[src/rtl/serdes_rx_pkg.sv]
// Shared types and constants for the SerDes receive slicer/packer path.
package serdes_rx_pkg;

    typedef enum logic {SEARCH, LOCKED} rx_align_state_t;

    typedef logic [1:0] pam4_sym_t;

    localparam logic [7:0] SYNC_WORD_DEFAULT = 8'hA5;

endpackage

[src/rtl/rx_byte_fifo.sv]
// Synchronous FIFO with a valid/ready read side. Pointers carry one extra MSB so that
// a full FIFO can be told apart from an empty one.
module rx_byte_fifo #(
    parameter int DEPTH = 4,
    parameter int WIDTH = 8
) (
    input  logic             clk,
    input  logic             rst,
    input  logic             push_i,
    input  logic [WIDTH-1:0] data_i,
    input  logic             pop_i,
    output logic [WIDTH-1:0] data_o,
    output logic             valid_o,
    output logic             full_o
);

    localparam int AW = $clog2(DEPTH);
    localparam logic [AW:0]   PTR_ONE = (AW + 1)'(1);
    localparam logic [AW-1:0] IDX_ONE = AW'(1);

    if ((DEPTH < 2) || ((1 << AW) != DEPTH)) begin : g_bad_depth
        $error("rx_byte_fifo: DEPTH must be a power of two and at least 2");
    end

    logic [WIDTH-1:0] mem_q [DEPTH];
    logic [AW:0]      wr_ptr_q;
    logic [AW:0]      rd_ptr_q;
    logic             empty;
    logic             do_push;
    logic             do_pop;
    logic [AW-1:0]    head_idx;

    assign empty   = (wr_ptr_q == rd_ptr_q);
    assign full_o  = (wr_ptr_q[AW] != rd_ptr_q[AW]) && (wr_ptr_q[AW-1:0] == rd_ptr_q[AW-1:0]);
    assign do_pop  = pop_i && !empty;
    assign do_push = push_i && (!full_o || do_pop);

    // When empty, point at the slot popped last so the output keeps its previous byte.
    assign head_idx = empty ? (rd_ptr_q[AW-1:0] - IDX_ONE) : rd_ptr_q[AW-1:0];
    assign data_o   = mem_q[head_idx];
    assign valid_o  = !empty;

    always_ff @(posedge clk) begin
        if (rst) begin
            wr_ptr_q <= '0;
            rd_ptr_q <= '0;
            for (int i = 0; i < DEPTH; i++) begin
                mem_q[i] <= '0;
            end
        end else begin
            if (do_push) begin
                mem_q[wr_ptr_q[AW-1:0]] <= data_i;
                wr_ptr_q                <= wr_ptr_q + PTR_ONE;
            end
            if (do_pop) begin
                rd_ptr_q <= rd_ptr_q + PTR_ONE;
            end
        end
    end

endmodule

[src/rtl/rx_slicer_packer.sv]
// Slices equalised samples to NRZ/PAM4 symbols, aligns on SYNC_WORD and packs bytes into a FIFO.
// Define SYMBOL_ERR_CNT_EN to build the symbol-error counter against ref_symbol.
import serdes_rx_pkg::*;

module rx_slicer_packer #(
    parameter int         SIGNAL_RESOLUTION = 8,
    parameter int         BITS_PER_SYMBOL   = 1,
    parameter int         PAM4_THRESH       = 32,
    parameter logic [7:0] SYNC_WORD         = SYNC_WORD_DEFAULT,
    parameter int         FIFO_DEPTH        = 4
) (
    input  logic                                clk,
    input  logic                                rst,
    input  logic signed [SIGNAL_RESOLUTION-1:0] sample_in,
    input  logic                                sample_valid,
    input  logic                                resync,
    output logic [7:0]                          byte_out,
    output logic                                byte_valid,
    input  logic                                byte_ready,
    output logic                                locked,
    output logic                                overflow,
    output logic [15:0]                         err_count,
    input  logic [1:0]                          ref_symbol
);

    localparam int SR  = SIGNAL_RESOLUTION;
    localparam int BPS = BITS_PER_SYMBOL;
    localparam logic signed [SR-1:0] T_POS    = SR'(PAM4_THRESH);
    localparam logic signed [SR-1:0] T_NEG    = -T_POS;
    localparam logic [2:0]           CNT_STEP = 3'(BPS);
    localparam logic [2:0]           CNT_LAST = 3'(8 - BPS);

    if ((BPS != 1) && (BPS != 2)) begin : g_bad_bps
        $error("rx_slicer_packer: BITS_PER_SYMBOL must be 1 (NRZ) or 2 (PAM4)");
    end

    rx_align_state_t state_q, state_d;
    pam4_sym_t       sym_d, sym_q;
    logic            slice_vld_q;
    logic [7:0]      shift_q, shift_d, shifted;
    logic [2:0]      cnt_q, cnt_d;
    logic            overflow_q, overflow_d;
    logic            push;
    logic            pop;
    logic            fifo_full;
    logic            sym_unused;

    always_comb begin
        sym_d = 2'b00;
        if (BPS == 1) begin
            sym_d = {1'b0, ~sample_in[SR-1]};
        end else if (sample_in < T_NEG) begin
            sym_d = 2'b00;
        end else if (sample_in[SR-1]) begin
            sym_d = 2'b01;
        end else if (sample_in < T_POS) begin
            sym_d = 2'b11;
        end else begin
            sym_d = 2'b10;
        end
    end

    assign shifted    = {shift_q[7-BPS:0], sym_q[BPS-1:0]};
    assign pop        = byte_valid && byte_ready;
    assign sym_unused = ^sym_q;

    always_ff @(posedge clk) begin
        if (rst) begin
            state_q <= SEARCH;
        end else begin
            state_q <= state_d;
        end
    end

    // The same shift register serves as the sync window in SEARCH and the byte packer in LOCKED.
    always_comb begin
        state_d    = state_q;
        shift_d    = shift_q;
        cnt_d      = cnt_q;
        overflow_d = overflow_q;
        push       = 1'b0;
        if (resync) begin
            state_d    = SEARCH;
            shift_d    = '0;
            cnt_d      = '0;
            overflow_d = 1'b0;
        end else if (slice_vld_q) begin
            shift_d = shifted;
            case (state_q)
                SEARCH: begin
                    if (shifted == SYNC_WORD) begin
                        state_d = LOCKED;
                        cnt_d   = '0;
                    end
                end
                LOCKED: begin
                    cnt_d = cnt_q + CNT_STEP;
                    if (cnt_q == CNT_LAST) begin
                        push = 1'b1;
                        if (fifo_full && !pop) begin
                            overflow_d = 1'b1;
                        end
                    end
                end
                default: state_d = SEARCH;
            endcase
        end
    end

    always_ff @(posedge clk) begin
        if (rst) begin
            sym_q       <= '0;
            slice_vld_q <= 1'b0;
            shift_q     <= '0;
            cnt_q       <= '0;
            overflow_q  <= 1'b0;
        end else begin
            if (sample_valid) begin
                sym_q <= sym_d;
            end
            slice_vld_q <= sample_valid;
            shift_q     <= shift_d;
            cnt_q       <= cnt_d;
            overflow_q  <= overflow_d;
        end
    end

    rx_byte_fifo #(
        .DEPTH (FIFO_DEPTH),
        .WIDTH (8)
    ) u_fifo (
        .clk     (clk),
        .rst     (rst),
        .push_i  (push),
        .data_i  (shifted),
        .pop_i   (pop),
        .data_o  (byte_out),
        .valid_o (byte_valid),
        .full_o  (fifo_full)
    );

    assign locked   = (state_q == LOCKED);
    assign overflow = overflow_q;

`ifdef SYMBOL_ERR_CNT_EN
    logic [1:0]  ref_q;
    logic [15:0] err_q;
    logic        ref_unused;

    // ref_symbol is registered alongside the slice so both describe the same sample.
    always_ff @(posedge clk) begin
        if (rst) begin
            ref_q <= '0;
            err_q <= '0;
        end else begin
            if (sample_valid) begin
                ref_q <= ref_symbol;
            end
            if (resync) begin
                err_q <= '0;
            end else if (slice_vld_q && (state_q == LOCKED) &&
                         (sym_q[BPS-1:0] != ref_q[BPS-1:0]) && (err_q != 16'hFFFF)) begin
                err_q <= err_q + 16'd1;
            end
        end
    end

    assign err_count  = err_q;
    assign ref_unused = ^ref_q;
`else
    logic ref_unused;

    assign err_count  = 16'h0000;
    assign ref_unused = ^ref_symbol;
`endif

endmodule

[config.mk]
export PLATFORM = sky130hd
export DESIGN_NAME = rx_slicer_packer
export DESIGN_NICKNAME = d
export VERILOG_FILES = /design/src/rtl/serdes_rx_pkg.sv /design/src/rtl/rx_byte_fifo.sv /design/src/rtl/rx_slicer_packer.sv
export SDC_FILE = /design/constraint.sdc
export NUM_CORES = 1
export LEC_CHECK = 0
export CELL_PAD_IN_SITES_DETAIL_PLACEMENT = 0
export CELL_PAD_IN_SITES_GLOBAL_PLACEMENT = 2
export CORE_MARGIN = 4
export CORE_UTILIZATION = 39
export DETAILED_ROUTE_END_ITERATION = 7
export PLACE_DENSITY_LB_ADDON = 0.1
export SLEW_MARGIN = 20
export SYNTH_ARGS = -nofsm -noshare
export SYNTH_HDL_FRONTEND = slang
export SYNTH_SLANG_ARGS = --single-unit
[constraint.sdc]
create_clock -name clk -period 5.1 [get_ports clk]
set_input_delay 1.02 -clock clk [delete_from_list [all_inputs] [get_ports clk]]
set_output_delay 1.02 -clock clk [all_outputs]
set_load 0.1 [all_outputs]
Word-level counts from Yosys, hierarchy flattened
Memory sizes are Yosys's and may differ from the RTL's.
Index checks and enable logic that the tools add are counted.
- output and inout bits: 27
- logic and storage cells: 51
- bits in registers: 20
- bits in writable memories: 32
- memories: 1
- memory bits (read-only): 0
- latch bits: 0
- memory list (memory ; depth ; bits a word ; read ports ; clocked after memory_dff ; write ports ; RTL line ; RTL):
    u_fifo.mem_q ; 4 ; 8 ; 1 ; 0 ; 4 ; rx_byte_fifo.sv:25 ; logic [WIDTH-1:0] mem_q [DEPTH];
- divide/modulo/power cells: 0
- multiplexer cells: 17
- order comparisons: 0
- shifts and indexed selects: 0
- eq/ne operators: 6
- reduce and logical (&&, ||, !) cells: 13
- $mul: 0
- bitwise gates (word level): 2
- $add $sub $neg: 4
- operators by type and width (operator ; number):
    $mux 1 ; 12
    $add 3x1->3 const B ; 3
    $eq 8x8->1 const B ; 1
    $mux 8 ; 1
    $reduce_or 8->1 ; 1
    $pmux 3 s2 ; 1
    $logic_and 1x1->1 ; 5
    $mux 2 ; 2
    $reduce_and 4->1 ; 1
    $eq 3x3->1 ; 1
    $eq 3x3->1 const B ; 1
    $logic_not 1->1 ; 3
    $mux 3 ; 1
    $eq 2x2->1 ; 1
    $ne 2x2->1 const B ; 1
    $not 1->1 ; 2
    $reduce_and 2->1 ; 1
    $reduce_or 2->1 ; 1
    $sub 2x1->2 const B ; 1
    $logic_or 1x1->1 ; 1
    $ne 1x1->1 ; 1

Logic depth before layout (Yosys ltp)
- depth in word-level cells: 11
- mapped depth: 6
- mapped depth without buffers: 6

Cells and area by module
A second synthesis with hierarchy kept.
- cell total of the unflattened synthesis: 247
- area total of the unflattened synthesis: 2962.8 um^2
- by module, submodules not included (module ; area each (um^2) ; cells an instance ; times used):
    rx_byte_fifo ; 2274.7 ; 175 ; 1
    rx_slicer_packer ; 688.2 ; 72 ; 1

Worst setup path before layout
Ideal clock, no wire load.
- path type: register -> output
- from: register u_fifo.rd_ptr_q[0]
- to: output port byte_out[0]
- arrival time: 2400 ps
- stages on the path, launching flop included: 7
- path slack: 1680 ps
- buffers on the path: 2
- cell sequence: dfxtp_1 ha_1 buf_2 buf_1 mux2i_1 mux4_2 inv_1
- longest elaborated chain between the ends: 3
- ends and longest elaborated chain (item ; RTL line ; RTL):
    start: declaration ; rx_byte_fifo.sv:27 ; logic [AW:0] rd_ptr_q;
    start signal: assignment ; rx_byte_fifo.sv:56 ; rd_ptr_q <= rd_ptr_q + PTR_ONE;
    $sub 2x1->2 or $eq 3x3->1 (tied branches) ; rx_byte_fifo.sv:39, rx_byte_fifo.sv:33 ;
    $mux 2 (*) ; rx_byte_fifo.sv:39 ; assign head_idx = empty ? (rd_ptr_q[AW-1:0] - IDX_ONE) : rd_ptr_q[AW-1:0];
    $mem_v2 4x8 (*) ; n/a ;
    end: declaration ; rx_slicer_packer.sv:17 ; output logic [7:0] byte_out,
Every way passes the cells marked *; elsewhere a longest branch is shown, timed or not.

Worst setup path after layout
- from: register u_fifo.rd_ptr_q[1]
- to: output port byte_out[7]
Same word-level chain as after synthesis.

==> metrics.md <==
| Metric | Value |
|---|---|
| Worst hold slack | 0.500 ns |
| F_max | 251 MHz |
| CP Class | flip-flop to primary output |
| N_diodes | 0 |
| Initial DRC Count | 56 |
| Netlist cell types | 39 |
| Layout area overhead | 9.87% |
| Hold Violations, Final | 0 |
| DRT met1 WL | 2270 um |
| Tightest Pin Transition | 0.971 ns |
| Worst Hold Class | flip-flop to flip-flop |
| Leakage power | 1.13 nW |
| R2R Path End | u_fifo.mem_q[2][3]$_SDFFCE_PN0P_ |
| DRC | 0 |
| Post-Route WL | 5110 um |
| CTS hold repair buffers | 0 |
| Routed vias/inst | 4.66 |
| CTS tree | yes |
| Initial core utilization | 40.8% |
| Post-CTS sizing | 0 |
| First-pass GRT wire length | 8470 um |
| H-tree depth | 2 |
| Crit path required time | 4.08 ns |
| Maxcap violations | 0 |
| CP max FO | 10 |
| # placed instances | 338 |
| Synth Area in Compound Gates | 3.82% |
| Share of layout cells above drive strength 1 | 16.0% |
| Fin. max-slew vios | 0 |
| Clk_skew | 0.00827 ns |
| Peak supply drop | 0.135 mV |
| Post-Route Setup TNS | 0 ns |
| # rows | 30 |
| WL/cell | 14.8 um |
| Final Cell Area | 3090 um^2 |
| Crit. End Element | primary output |
| Synthesized instance count | 233 |
| DR WL met2 | 2600 um |
| I/O pin count | 42 |
| Finished Core Util | 44.8% |
| Dpl hpwl | 3670 um |
| Final setup vio count | 0 |
| XOR/XNOR share of the synthesized area | 2.13% |
| Crit start category | flip-flop |
| Met3 WL post-DR | 206 um |
| Largest family of logic cells by synthesized area | multiplexers |
| CTS max path bufs | 2 |
| Final GP Congestion | 0.715 |
| Fillers | 689 |
| Area share of fa/ha/maj cells after synthesis | 1.78% |
| Critical hold path startpoint | overflow$_SDFFE_PP0P_ |
| Vias in the first global route | 1598 |
| # clock sinks | 52 |
| Yosys Warn Count | 0 |
| Netlist Area Pre-Place | 2820 um^2 |
| Sequential fraction of the synthesis area | 48.4% |
| Outcome | finished clean |
| Remaining global-route overflow | 0 |
| Die area | 8640 um^2 |
| CTS Buf Count | 5 |
| Final worst-path cycle share | 78.0% |
| RSZ-0062 raised after global routing | no |
| Overall Global Routing Usage | 12.8% |
| Core area | 6910 um^2 |
| Clock transition at the registers of the reported paths | 0.10 ns |
| Critical R2R Launch | u_fifo.rd_ptr_q[1]$_SDFFE_PP0P_ |
| Final nets | 268 |
| Avg Cell Area, Syn | 12.1 um^2 |
| IO buf count | 16 |
| Initial antenna violation count | 0 |
| Final Non-Filler Cells | 346 |
| R2R cell count | 4 |
| Seq cells post-synth | 52 |
| WHS Path Cells | 2 |
| WHS Endpoint | overflow$_SDFFE_PP0P_ |
| Worst path arrival time | 2.96 ns |
| Setup Buffers After CTS | 0 |
| Clock root buffer | clkbuf_8 |
| Max_slew headroom | 34.8% |
| Pwr Density | 258 nW/um^2 |
| Die X | 93.0 um |
| Multiplexer share of the synthesized area | 21.4% |
| Max layer used | met4 |
| R2r setup slk | 2.38 ns |
| Antenna Violating Nets Remaining | 0 |
| DRT Pass-1 Iters | 4 |
| Placed inst area | 3000 um^2 |
| Largest net degree at the start of global routing | 18 |
| Simple-Gate Fraction of Synth Area | 15.3% |
| Vias | 1613 |
| Clk Latency, worst-skew pair | 0.31 ns |
| Final min period | 3.98 ns |
| Die Height | 93.0 um |
-- synth_stat cells --
cell type	instances	area share, %
a211oi_1	1	0.27
a21oi_1	2	0.36
a31o_2	1	0.31
a32o_1	2	0.71
a41oi_1	1	0.31
and2_1	32	7.1
and4b_1	1	0.36
buf_1	2	0.27
buf_2	3	0.53
buf_4	17	4.5
clkbuf_1	4	0.53
conb_1	1	0.13
dfxtp_1	20	14
edfxtp_1	32	34
ha_1	4	1.8
inv_1	9	1.2
mux2_2	1	0.40
mux2i_1	41	15
mux4_2	8	6.4
nand2_1	3	0.40
nand2b_1	2	0.44
nand3_1	1	0.18
nand4b_1	1	0.31
nor2_1	17	2.3
nor2b_1	2	0.44
nor3_1	3	0.53
nor4_1	2	0.44
nor4_2	2	0.89
nor4b_1	1	0.31
nor4b_2	1	0.53
o21ai_0	2	0.36
o21bai_1	1	0.27
o31ai_1	1	0.27
o41ai_4	1	0.98
or2_2	4	0.89
or3_1	1	0.22
xnor2_1	1	0.31
xor2_1	4	1.2
xor2_2	1	0.58
-- cell type report --
class / count / area [um^2] / area share (%)
Inverter: 9 / 33.8 / 1.09
Timing Repair Buffer: 20 / 170 / 5.50
Sequential cell: 52 / 1360 / 44.0
Multi-Input combinational cell: 161 / 1320 / 42.6
Clock buffer: 5 / 68.8 / 2.22
Tap cell: 96 / 120 / 3.88
Clock inverter: 3 / 22.5 / 0.728
-- worst max-delay path, stage by stage (launching register included) --
cell	delay, ns
dfxtp_1	0.66
xor2_1	0.26
nor3_2	0.58
buf_4	0.29
mux4_2	0.51
inv_1	0.06
buf_4	0.28
-- metal layers --
layer | global-route usage [%] | vias to the layer above
met1 | 15.5 | 748
met2 | 22.5 | 31
met4 | 4.03 | 0
met3 | 2.84 | 4
met5 | 0 | -
li1 | - | 830
-- where the power goes --
part / switching [W] / internal (W)
clock network: 0.000140 / 0.0000978
registers: 0.00000790 / 0.000455
logic: 0.0000822 / 0.0000166
total: 0.000230 / 0.000569
-- cells in the final DEF, fill, tap and decap left out, types with 2 or more instances in the layout --
master / count
or2_2: 4
a32o_1: 2
clkdlybuf4s50_1: 8
and2_1: 32
clkbuf_8: 5
nand2_1: 3
nor4_1: 2
a21oi_1: 2
nor3_1: 2
inv_1: 9
dfxtp_1: 20
mux4_2: 8
nor2b_1: 2
buf_4: 12
nor4_2: 2
edfxtp_1: 32
nor2_1: 17
ha_1: 4
conb_1: 16
nand2b_1: 2
xor2_1: 4
o21ai_0: 2
mux2i_1: 41
-- per-stage QoR --
step	total power (W)	worst slack, ns
5_1_grt	0.000831	0.835
4_1_cts	0.000804	1.02
6_report	0.000799	1.12
3_3_place_gp	0.000571	1.37
3_5_place_dp	0.000572	1.37
2_1_floorplan	0.000565	1.68
-- sequential cells by signal (all words and copies together) (netlist names), 3 cells and up --
| signal | cells |
|---|---|
| u_fifo.mem_q | 32 |
| shift_q | 7 |
| cnt_q | 3 |
| u_fifo.rd_ptr_q | 3 |
| u_fifo.wr_ptr_q | 3 |
-- cells by family (layout without fill, tap and decap cells) --
| kind of cell | count (synthesis) | count (layout) |
|---|---|---|
| multiplexers | 50 | 50 |
| AO/OA/AOI/OAI | 12 | 12 |
| adder cells (fa/ha/maj) | 4 | 4 |
| XOR/XNOR | 6 | 6 |
| other | 1 | 16 |
| flip-flops | 52 | 52 |
| AND/OR/NAND/NOR | 73 | 73 |
| buffers and inverters | 35 | 37 |
-- how the worst max path moves through the flow --
| stage | end | from | slack (ns) | cells past startpoint |
|---|---|---|---|---|
| after global routing | byte_out[7] | u_fifo.rd_ptr_q[0]$_SDFFE_PP0P_ | 0.84 | 6 |
| final | byte_out[7] | u_fifo.rd_ptr_q[1]$_SDFFE_PP0P_ | 1.12 | 6 |
| after CTS | byte_out[7] | u_fifo.rd_ptr_q[0]$_SDFFE_PP0P_ | 1.02 | 6 |
| after floorplan | byte_out[0] | u_fifo.rd_ptr_q[0]$_SDFFE_PP0P_ | 1.68 | 6 |
| after global placement | byte_out[7] | u_fifo.rd_ptr_q[1]$_SDFFE_PP0P_ | 1.37 | 6 |
| after detailed placement | byte_out[7] | u_fifo.rd_ptr_q[0]$_SDFFE_PP0P_ | 1.37 | 6 |
(Power assumes the default switching activity.)
